==> src/rtl/axi_inval_bcast.sv <==
// axi_inval_bcast: forwards upstream AW requests downstream and, for every
// burst accepted while coherence is enabled, broadcasts L1 line invalidations
// covering the written byte region to the enabled harts, in push order.
module axi_inval_bcast #(
  parameter int unsigned AddrWidth   = 64,
  parameter int unsigned L1LineWidth = 16,
  parameter int unsigned MaxTxns     = 4,
  parameter int unsigned NrHarts     = 2
) (
  input  logic                 clk_i,
  input  logic                 rst_i,
  input  logic [NrHarts-1:0]   en_i,
  input  logic                 slv_aw_valid_i,
  output logic                 slv_aw_ready_o,
  input  logic [AddrWidth-1:0] slv_aw_addr_i,
  input  logic [7:0]           slv_aw_len_i,
  input  logic [2:0]           slv_aw_size_i,
  input  logic [1:0]           slv_aw_burst_i,
  output logic                 mst_aw_valid_o,
  input  logic                 mst_aw_ready_i,
  output logic [AddrWidth-1:0] mst_aw_addr_o,
  output logic [7:0]           mst_aw_len_o,
  output logic [2:0]           mst_aw_size_o,
  output logic [1:0]           mst_aw_burst_o,
  output logic [NrHarts-1:0]   inval_valid_o,
  input  logic [NrHarts-1:0]   inval_ready_i,
  output logic [AddrWidth-1:0] inval_addr_o,
  output logic                 busy_o
);

  localparam int unsigned PtrW = (MaxTxns > 1) ? $clog2(MaxTxns) : 1;
  localparam int unsigned CntW = $clog2(MaxTxns + 1);
  localparam logic [AddrWidth-1:0] LineStep = AddrWidth'(L1LineWidth);
  localparam logic [AddrWidth-1:0] LineMask = ~(LineStep - AddrWidth'(1));

  typedef enum logic {IDLE, ISSUE} state_e;

  state_e                 state_q, state_d;
  logic [CntW-1:0]        count_q, count_d;
  logic [PtrW-1:0]        wr_ptr_q, wr_ptr_d, rd_ptr_q, rd_ptr_d;
  logic [AddrWidth-1:0]   cur_q, cur_d, last_q, last_d;
  logic [NrHarts-1:0]     mask_q, mask_d, pend_q, pend_d, pend_left;

  logic [AddrWidth-1:0]   first_mem [MaxTxns];
  logic [AddrWidth-1:0]   last_mem  [MaxTxns];
  logic [NrHarts-1:0]     mask_mem  [MaxTxns];

  logic                   gate, push, pop;
  logic [AddrWidth-1:0]   beat_bytes, burst_bytes, region_bytes, base;
  logic [AddrWidth-1:0]   first_line, last_line;

  function automatic logic [PtrW-1:0] ptr_inc(input logic [PtrW-1:0] p);
    return (p == PtrW'(MaxTxns - 1)) ? '0 : p + PtrW'(1);
  endfunction

  // AW pass-through, gated only when coherence is on and the queue is full
  always_comb begin
    gate           = (en_i == '0) || (count_q != CntW'(MaxTxns));
    mst_aw_valid_o = slv_aw_valid_i && gate;
    slv_aw_ready_o = mst_aw_ready_i && gate;
    mst_aw_addr_o  = slv_aw_addr_i;
    mst_aw_len_o   = slv_aw_len_i;
    mst_aw_size_o  = slv_aw_size_i;
    mst_aw_burst_o = slv_aw_burst_i;
    push           = slv_aw_valid_i && slv_aw_ready_o && (en_i != '0);
    pop            = (state_q == IDLE) && (count_q != '0);
  end

  // Byte region touched by the incoming burst, reduced to first/last line
  always_comb begin
    beat_bytes  = AddrWidth'(1) << slv_aw_size_i;
    burst_bytes = (AddrWidth'(slv_aw_len_i) + AddrWidth'(1)) << slv_aw_size_i;
    case (slv_aw_burst_i)
      2'd0: begin
        region_bytes = beat_bytes;
        base         = slv_aw_addr_i & ~(beat_bytes - AddrWidth'(1));
      end
      2'd2: begin
        region_bytes = burst_bytes;
        base         = slv_aw_addr_i & ~(burst_bytes - AddrWidth'(1));
      end
      default: begin
        region_bytes = burst_bytes;
        base         = slv_aw_addr_i & ~(beat_bytes - AddrWidth'(1));
      end
    endcase
    first_line = base & LineMask;
    last_line  = (base + region_bytes - AddrWidth'(1)) & LineMask;
  end

  // Queue pointer and occupancy bookkeeping
  always_comb begin
    wr_ptr_d = push ? ptr_inc(wr_ptr_q) : wr_ptr_q;
    rd_ptr_d = pop  ? ptr_inc(rd_ptr_q) : rd_ptr_q;
    count_d  = count_q;
    if (push && !pop)      count_d = count_q + CntW'(1);
    else if (!push && pop) count_d = count_q - CntW'(1);
  end

  // Queue storage; contents need no reset since occupancy gates every read
  always_ff @(posedge clk_i) begin
    if (push) begin
      first_mem[wr_ptr_q] <= first_line;
      last_mem[wr_ptr_q]  <= last_line;
      mask_mem[wr_ptr_q]  <= en_i;
    end
  end

  // Engine: walk each popped entry line by line until every masked hart acked
  always_comb begin
    state_d   = state_q;
    cur_d     = cur_q;
    last_d    = last_q;
    mask_d    = mask_q;
    pend_d    = pend_q;
    pend_left = pend_q & ~inval_ready_i;
    case (state_q)
      IDLE: begin
        if (pop) begin
          state_d = ISSUE;
          cur_d   = first_mem[rd_ptr_q];
          last_d  = last_mem[rd_ptr_q];
          mask_d  = mask_mem[rd_ptr_q];
          pend_d  = mask_mem[rd_ptr_q];
        end
      end
      ISSUE: begin
        if (pend_left == '0) begin
          if (cur_q == last_q) begin
            state_d = IDLE;
            pend_d  = '0;
          end else begin
            cur_d  = cur_q + LineStep;
            pend_d = mask_q;
          end
        end else begin
          pend_d = pend_left;
        end
      end
    endcase
  end

  // State registers with synchronous reset discarding all queued work
  always_ff @(posedge clk_i) begin
    if (rst_i) begin
      state_q  <= IDLE;
      count_q  <= '0;
      wr_ptr_q <= '0;
      rd_ptr_q <= '0;
      cur_q    <= '0;
      last_q   <= '0;
      mask_q   <= '0;
      pend_q   <= '0;
    end else begin
      state_q  <= state_d;
      count_q  <= count_d;
      wr_ptr_q <= wr_ptr_d;
      rd_ptr_q <= rd_ptr_d;
      cur_q    <= cur_d;
      last_q   <= last_d;
      mask_q   <= mask_d;
      pend_q   <= pend_d;
    end
  end

  // Outputs come straight from registered engine state
  always_comb begin
    inval_valid_o = (state_q == ISSUE) ? pend_q : '0;
    inval_addr_o  = cur_q;
    busy_o        = (count_q != '0) || (state_q != IDLE);
  end

endmodule

==> config.mk <==
export PLATFORM = sky130hd
export DESIGN_NAME = axi_inval_bcast
export DESIGN_NICKNAME = d
export VERILOG_FILES = /design/src/rtl/axi_inval_bcast.sv
export SDC_FILE = /design/constraint.sdc
export NUM_CORES = 1
export LEC_CHECK = 0
export CORE_ASPECT_RATIO = 0.8
export CORE_MARGIN = 4
export CORE_UTILIZATION = 59
export CTS_CLUSTER_SIZE = 30
export DETAILED_ROUTE_END_ITERATION = 10
export GPL_TIMING_DRIVEN = 0
export PLACE_DENSITY = 0.77
export SYNTH_ARGS = -nofsm -noshare
export SYNTH_HDL_FRONTEND = slang
export SYNTH_SLANG_ARGS = --single-unit
==> constraint.sdc <==
create_clock -name clk_i -period 7.3 [get_ports clk_i]
set_clock_uncertainty 0.1 [all_clocks]
set_input_delay 0.73 -clock clk_i [delete_from_list [all_inputs] [get_ports clk_i]]
set_output_delay 0.73 -clock clk_i [all_outputs]
set_load 0.01 [all_outputs]
# After elaboration in Yosys (flattened, before gate mapping)
# Memories as Yosys holds them, arrays and structs flattened. A register that Yosys moved wholly into a read port is not among the register bits.
# Index checks and enable logic that the tools add are counted.
# totals
word_cells	82
romBits	0
n_memories	3
latch_bits	0
out_inout_bits	146
ram_bits	488
inputBits	85
register_bits	140
# memory_table
memory	words	width	rd	rd_clocked_by_memory_dff	wr	line	rtl
first_mem	4	60	1	1	1	44	logic [AddrWidth-1:0] first_mem [MaxTxns];
last_mem	4	60	1	1	1	45	logic [AddrWidth-1:0] last_mem [MaxTxns];
mask_mem	4	2	1	1	1	46	logic [NrHarts-1:0] mask_mem [MaxTxns];
# classes
n_eq_ne	8
reduce_logical	19
magnitude_cmp	0
mul	0
div	0
bitwise_logic	7
n_addsub	10
shifts	2
mux	25
# ops
op	n
$mux 64	5
$sub 64x1->64 const B	3
$and 64x64->64	2
$not 64->64	2
$pmux 64 s2	1
$add 64x5->64 const B	1
$add 64x64->64	1
$eq 64x64->1	1
$shl 1x3->64 const A	1
$shl 9x3->64	1
$mux 2	10
$add 8x1->9 const B	1
$logic_and 1x1->1	7
$eq 2x2->1 const B	3
$logic_not 2->1	3
$mux 3	2
$mux 1	5
$add 2x1->2 const B	2
$ne 2x2->1 const B	2
$pmux 2 s2	1
$reduce_bool 2->1	2
$add 3x1->3 const B	1
$ne 3x3->1 const B	1
$reduce_and 3->1	1
10 further kinds	12

# Logic depth before layout (Yosys ltp)
# depth
depth_word	9
mapped_depth	31
depth_no_buf	30

# Worst setup path before layout
# OpenSTA, ideal clock, no wires.
# synth_timing
path_type	input port to flip-flop
startpoint	input port slv_aw_len_i[0]
endpoint	memory last_mem[0][40] (netlist bit) (data pin)
setup_ns	0.271
cell_stages	28
slack_ns	0.738
path_buffers	1
arrival_time_ns	6.191
path_cell_list	ha_1 > buf_2 > a31o_2 > a21oi_1 > nor4_1 > o41ai_2 > o21a_2 > nand2_2 > nor3_1 > a21boi_0 > ha_1 > o211ai_1 > ha_1 > inv_1 > ha_1 > a21o_1 > a221oi_1 > nor2_1 > a31oi_1 > a41oi_2 > and2_1 > o211ai_4 > nand2_4 > a31o_4 > a31o_4 > a221oi_4 > o21bai_2 > xor2_1
# synth_via
elab_chain_len	8
# synth_rtl
element	line	rtl
from (decl)	16	input logic [7:0] slv_aw_len_i,
$add 8x1->9 *	72	burst_bytes = (AddrWidth'(slv_aw_len_i) + AddrWidth'(1)) << slv_aw_size_i;
$shl 9x3->64 *	72	
$sub 64x1->64	80	base = slv_aw_addr_i & ~(burst_bytes - AddrWidth'(1));
$not 64->64	80	
$and 64x64->64	80	
$mux 64	n/a	
$add 64x64->64 *	88	last_line = (base + region_bytes - AddrWidth'(1)) & LineMask;
$sub 64x1->64 *	88	
net last_line[44]	50	logic [AddrWidth-1:0] first_line, last_line;
to (decl)	45	
# Mark *: on every way through the listed nets, which the timed path passes. The rest lies on a longest branch.

# Worst setup path in the final report
# layout_timing
startpoint	input port slv_aw_len_i[4]
endpoint	memory last_mem[2][52] (netlist bit) (data pin)
# layout_via
elab_chain_len	8
# layout_rtl
element	line	rtl
$add 8x1->9	72	
$shl 9x3->64	72	
$sub 64x1->64	80	
$not 64->64	80	
$and 64x64->64	80	
$mux 64	n/a	
net base[17]	49	logic [AddrWidth-1:0] beat_bytes, burst_bytes, region_bytes, base;
$add 64x64->64	88	
$sub 64x1->64	88	
net last_line[56]	50	
# The timed path passes the listed nets, and every way through them passes these cells.

==> impl_results.md <==
- Rel. slew slack: 0.01296
- Vias in the first global route: 21,270
- Cells after synthesis: 2,453
- Total global-route track usage: 0.3270
- EDFF count, synth: 488
- Worst-skew pair later-pin latency: 0.63 ns
- Global-route wire length before repair: 133,800 µm
- Hold Path Depth: 2
- Seq/Total Area, Yosys: 0.5731
- Cts hold-fix bufs: 0
- Yosys top cell by area: edfxtp_1
- Mapped cell area: 30,250 µm²
- Top_reg_cell synth: edfxtp_1
- Setup crit end kind: register
- H-tree levels: 2
- Width of the chip: 261.2 µm
- Worst min path class: reg -> reg
- Layout area overhead: 18.76%
- CP Class: in -> reg
- Crit path from: slv_aw_len_i[4]
- HP Start: mask_q[1]
- Sw Share: 0.3673
- RSZ-0062 raised after global routing: false
- Crit path max-delay cell type: or4_4
- Post-synth top cells: edfxtp_1, nand2_1, a21oi_1, dfxtp_1, mux4_2
- # IOs: 231
- Synthesis Warnings: 0
- Antenna viol nets, final: 0
- Initial antenna violation count: 1
- Starting Density: 0.6022
- TritonCTS Buffers: 59
- Run status: finished with violations
- RR Startpoint: inval_addr_o[4]
- Routability cong.: 0.9904
- Die Height: 210.5 µm
- Inserted Diodes: 0
- Flops & latches, synth: 622
- Worst R2R End: inval_addr_o[63]
- Setup TNS: 0 ns
- Storage cell area: 17,340 µm²
- CP top delay family: compound AO/OA/AOI/OAI gates
- Max Slew Vio Count: 0
- Clk slew on worst S/H paths: 0.06 ns
- Vias: 22,110
- Routed WL per cell: 26.15 µm
- Average size of a mapped cell: 12.33 µm²
- Asr flop ratio synth: 0
- Period utilization: 0.9647
- Hold path endpoint: mask_q[1]
- Top cell type's share of synthesized area: 0.4844
- # fillers: 3,398
- Fmax: 142.0 MHz
- Area of the multi-input gates: 11,530 µm²
- Drt drc: 0
- Failing checks: capacitance limit
- Total internal power: 7.826 mW
- Critical Path AT: 7.37 ns
- Gr ovfl total: 0
- Clock power frac: 0.256
- Reg power frac: 0.386
- Power Total: 12.37 mW
- Fin. Hold Viols: 0
- Slew @ Worst Pin: 1.467 ns
- I/O Buffers: 224
- Most used cell, CP: buf_6
- Die area: 54,980 µm²
- Power Dens Cells: 344.3 nW/µm²
- Root Driver: clkbuf_16
- Tmin final: 7.042 ns
- VDD IR max: 0.3160 mV
- Max Cap Viol: 1
- # setup viols final: 0
- Top cells by area, synth: edfxtp_1, mux4_2, dfxtp_1, nand2_1, ha_1
- Pin count of the biggest net entering global routing: 57
- R2R depth: 14
- Yosys cell types: 104
- Vias per inst: 6.339
- Share of cells above drive strength 1: 0.1504
- Clock Path Buffers: 3
- DR pass1 iterations: 7
- Reg2Reg Setup Slack: 2.10 ns
- Fin nets: 2,936
- Final Util: 0.7151
- Clock Sinks: 622
- Core area: 50,240 µm²
- CP Launch Type: input port
- Drt initial violations: 3,123
- Logic pwr share: 0.358
- Row count: 73
- Routed WL: 91,210 µm
- Psw: 4.543 mW
- Crit path largest cell delay: 0.54 ns
- CTS tree: done
- Most frequent cell after synthesis: edfxtp_1
- Buf/Inv on CP: 7
- Dpl hpwl: 65,120 µm
- Crit Path Max Fanout: 10
- Leakage: 13.08 nW
- Critical Path RT: 7.63 ns
through the flow:
step / std cells / setup WS [ns] / instance area [µm²] / hold WS [ns]
2_1_floorplan: 2456 / 0.7384 / 30260 / 0.3369
3_3_place_gp: 3355 / -1.942 / 33350 / 0.3432
3_5_place_dp: 3365 / -2.027 / 33590 / 0.3525
4_1_cts: 3479 / 0.01729 / 35730 / 0.3623
5_1_grt: 3488 / 0.003729 / 35920 / 0.3763
6_report: 3488 / 0.2579 / 35920 / 0.3672
how the worst max path moves through the flow:
stage | endpoint | slack [ns] | depth (start not counted)
finish | last_mem[2][52] | 0.26 | 28
global route | last_mem[1][51] | 0.004 | 29
CTS | last_mem[1][51] | 0.02 | 31
detailed placement | last_mem[2][59] | -2.03 | 29
global placement | last_mem[2][59] | -1.94 | 29
floorplan | last_mem[0][40] | 0.74 | 28
worst register-to-register path, delay by kind of cell (launching register included):
family	cells	cell delay, ns
flip-flops	1	0.55
AO/OA/AOI/OAI	2	0.33
AND/OR/NAND/NOR	12	4.08
layer usage:
| metal | vias up | routed length, µm | GRT usage |
|---|---|---|---|
| met5 | - | 9 | 0 |
| met4 | 2 | 3271 | 0.1169 |
| met3 | 189 | 10350 | 0.07291 |
| met2 | 1323 | 41030 | 0.4922 |
| met1 | 10970 | 36560 | 0.4758 |
| li1 | 9628 | - | - |
final cells by class:
class	instances	area share
buffer	210	0.03288
clock buffer	85	0.04813
clock inverter	23	0.007419
inverter	118	0.01233
multi-input combinational	1506	0.3210
sequential	622	0.4826
tap	675	0.02351
timing repair buffer	249	0.07216
cell usage in the layout, fill, tap and decap left out, types with 6 or more instances in the layout:
master           Yosys  routed
dfxtp_1            134     134
nor2b_1             14      12
or2_2               10      10
inv_1              116     116
and2_1              39      34
buf_1               20      17
a31oi_1             10       7
clkbuf_1            98     104
o21ai_1              8       9
clkdlybuf4s50_1      0     219
a22oi_1             20      20
xor2_1              90      89
clkbuf_16            0      63
clkinv_1             1       6
nor2_1              95      93
clkbuf_2             0       7
o21ai_0             81      78
edfxtp_1           488     488
clkinv_2             0       7
a21oi_1            140     139
nand3_1             50      48
xnor2_1             35      34
and3_1              14      14
o211ai_1            14      14
o31ai_1             22      20
o21a_1              10      10
mux2i_1              7       7
mux4_2             122     122
buf_4               83      98
clkbuf_8             0       8
nand2_1            364     363
a21o_1              30      30
ha_1                84      82
nand4_1             32      32
nor4_1              25      25
a211oi_1            27      27
buf_6                5       8
o22ai_1             10      10
nor3_1              36      35
or3_1                7       7
logic make-up after synthesis:
family	Yosys count	synth area share
other cells	1	0.0001240
mux	130	0.09352
xor+xnor	126	0.03673
buf+inv	328	0.05240
fa+ha+maj	85	0.03541
compound gates	444	0.09865
flops	622	0.5731
simple gates	717	0.1101
sequential cells by signal, summed over array words and instances (netlist names), named ones only:
name / cells
count_q: 3
wr_ptr_q: 2
mask_q: 2
inval_addr_o: 60
first_mem: 240
pend_q: 2
last_mem: 240
state_q: 1
rd_ptr_q: 2
mask_mem: 8
last_q: 60
power by group through the flow:
stage / sequential (mW) / combinational [mW] / clock (mW)
2_1_floorplan: 4.72 / 2.53 / 0
3_3_place_gp: 4.83 / 4.14 / 0
3_5_place_dp: 4.82 / 4.24 / 0
4_1_cts: 4.75 / 4.29 / 3.18
5_1_grt: 4.80 / 4.67 / 3.33
6_report: 4.77 / 4.43 / 3.17
what timing repair did:
item	4_1_cts	5_1_grt
pin swaps	4	11
setup endpoints to repair	140	98
buffers inserted	6	9
gates resized for setup	28	42
Note: power is estimated with default switching activity, not from simulation.
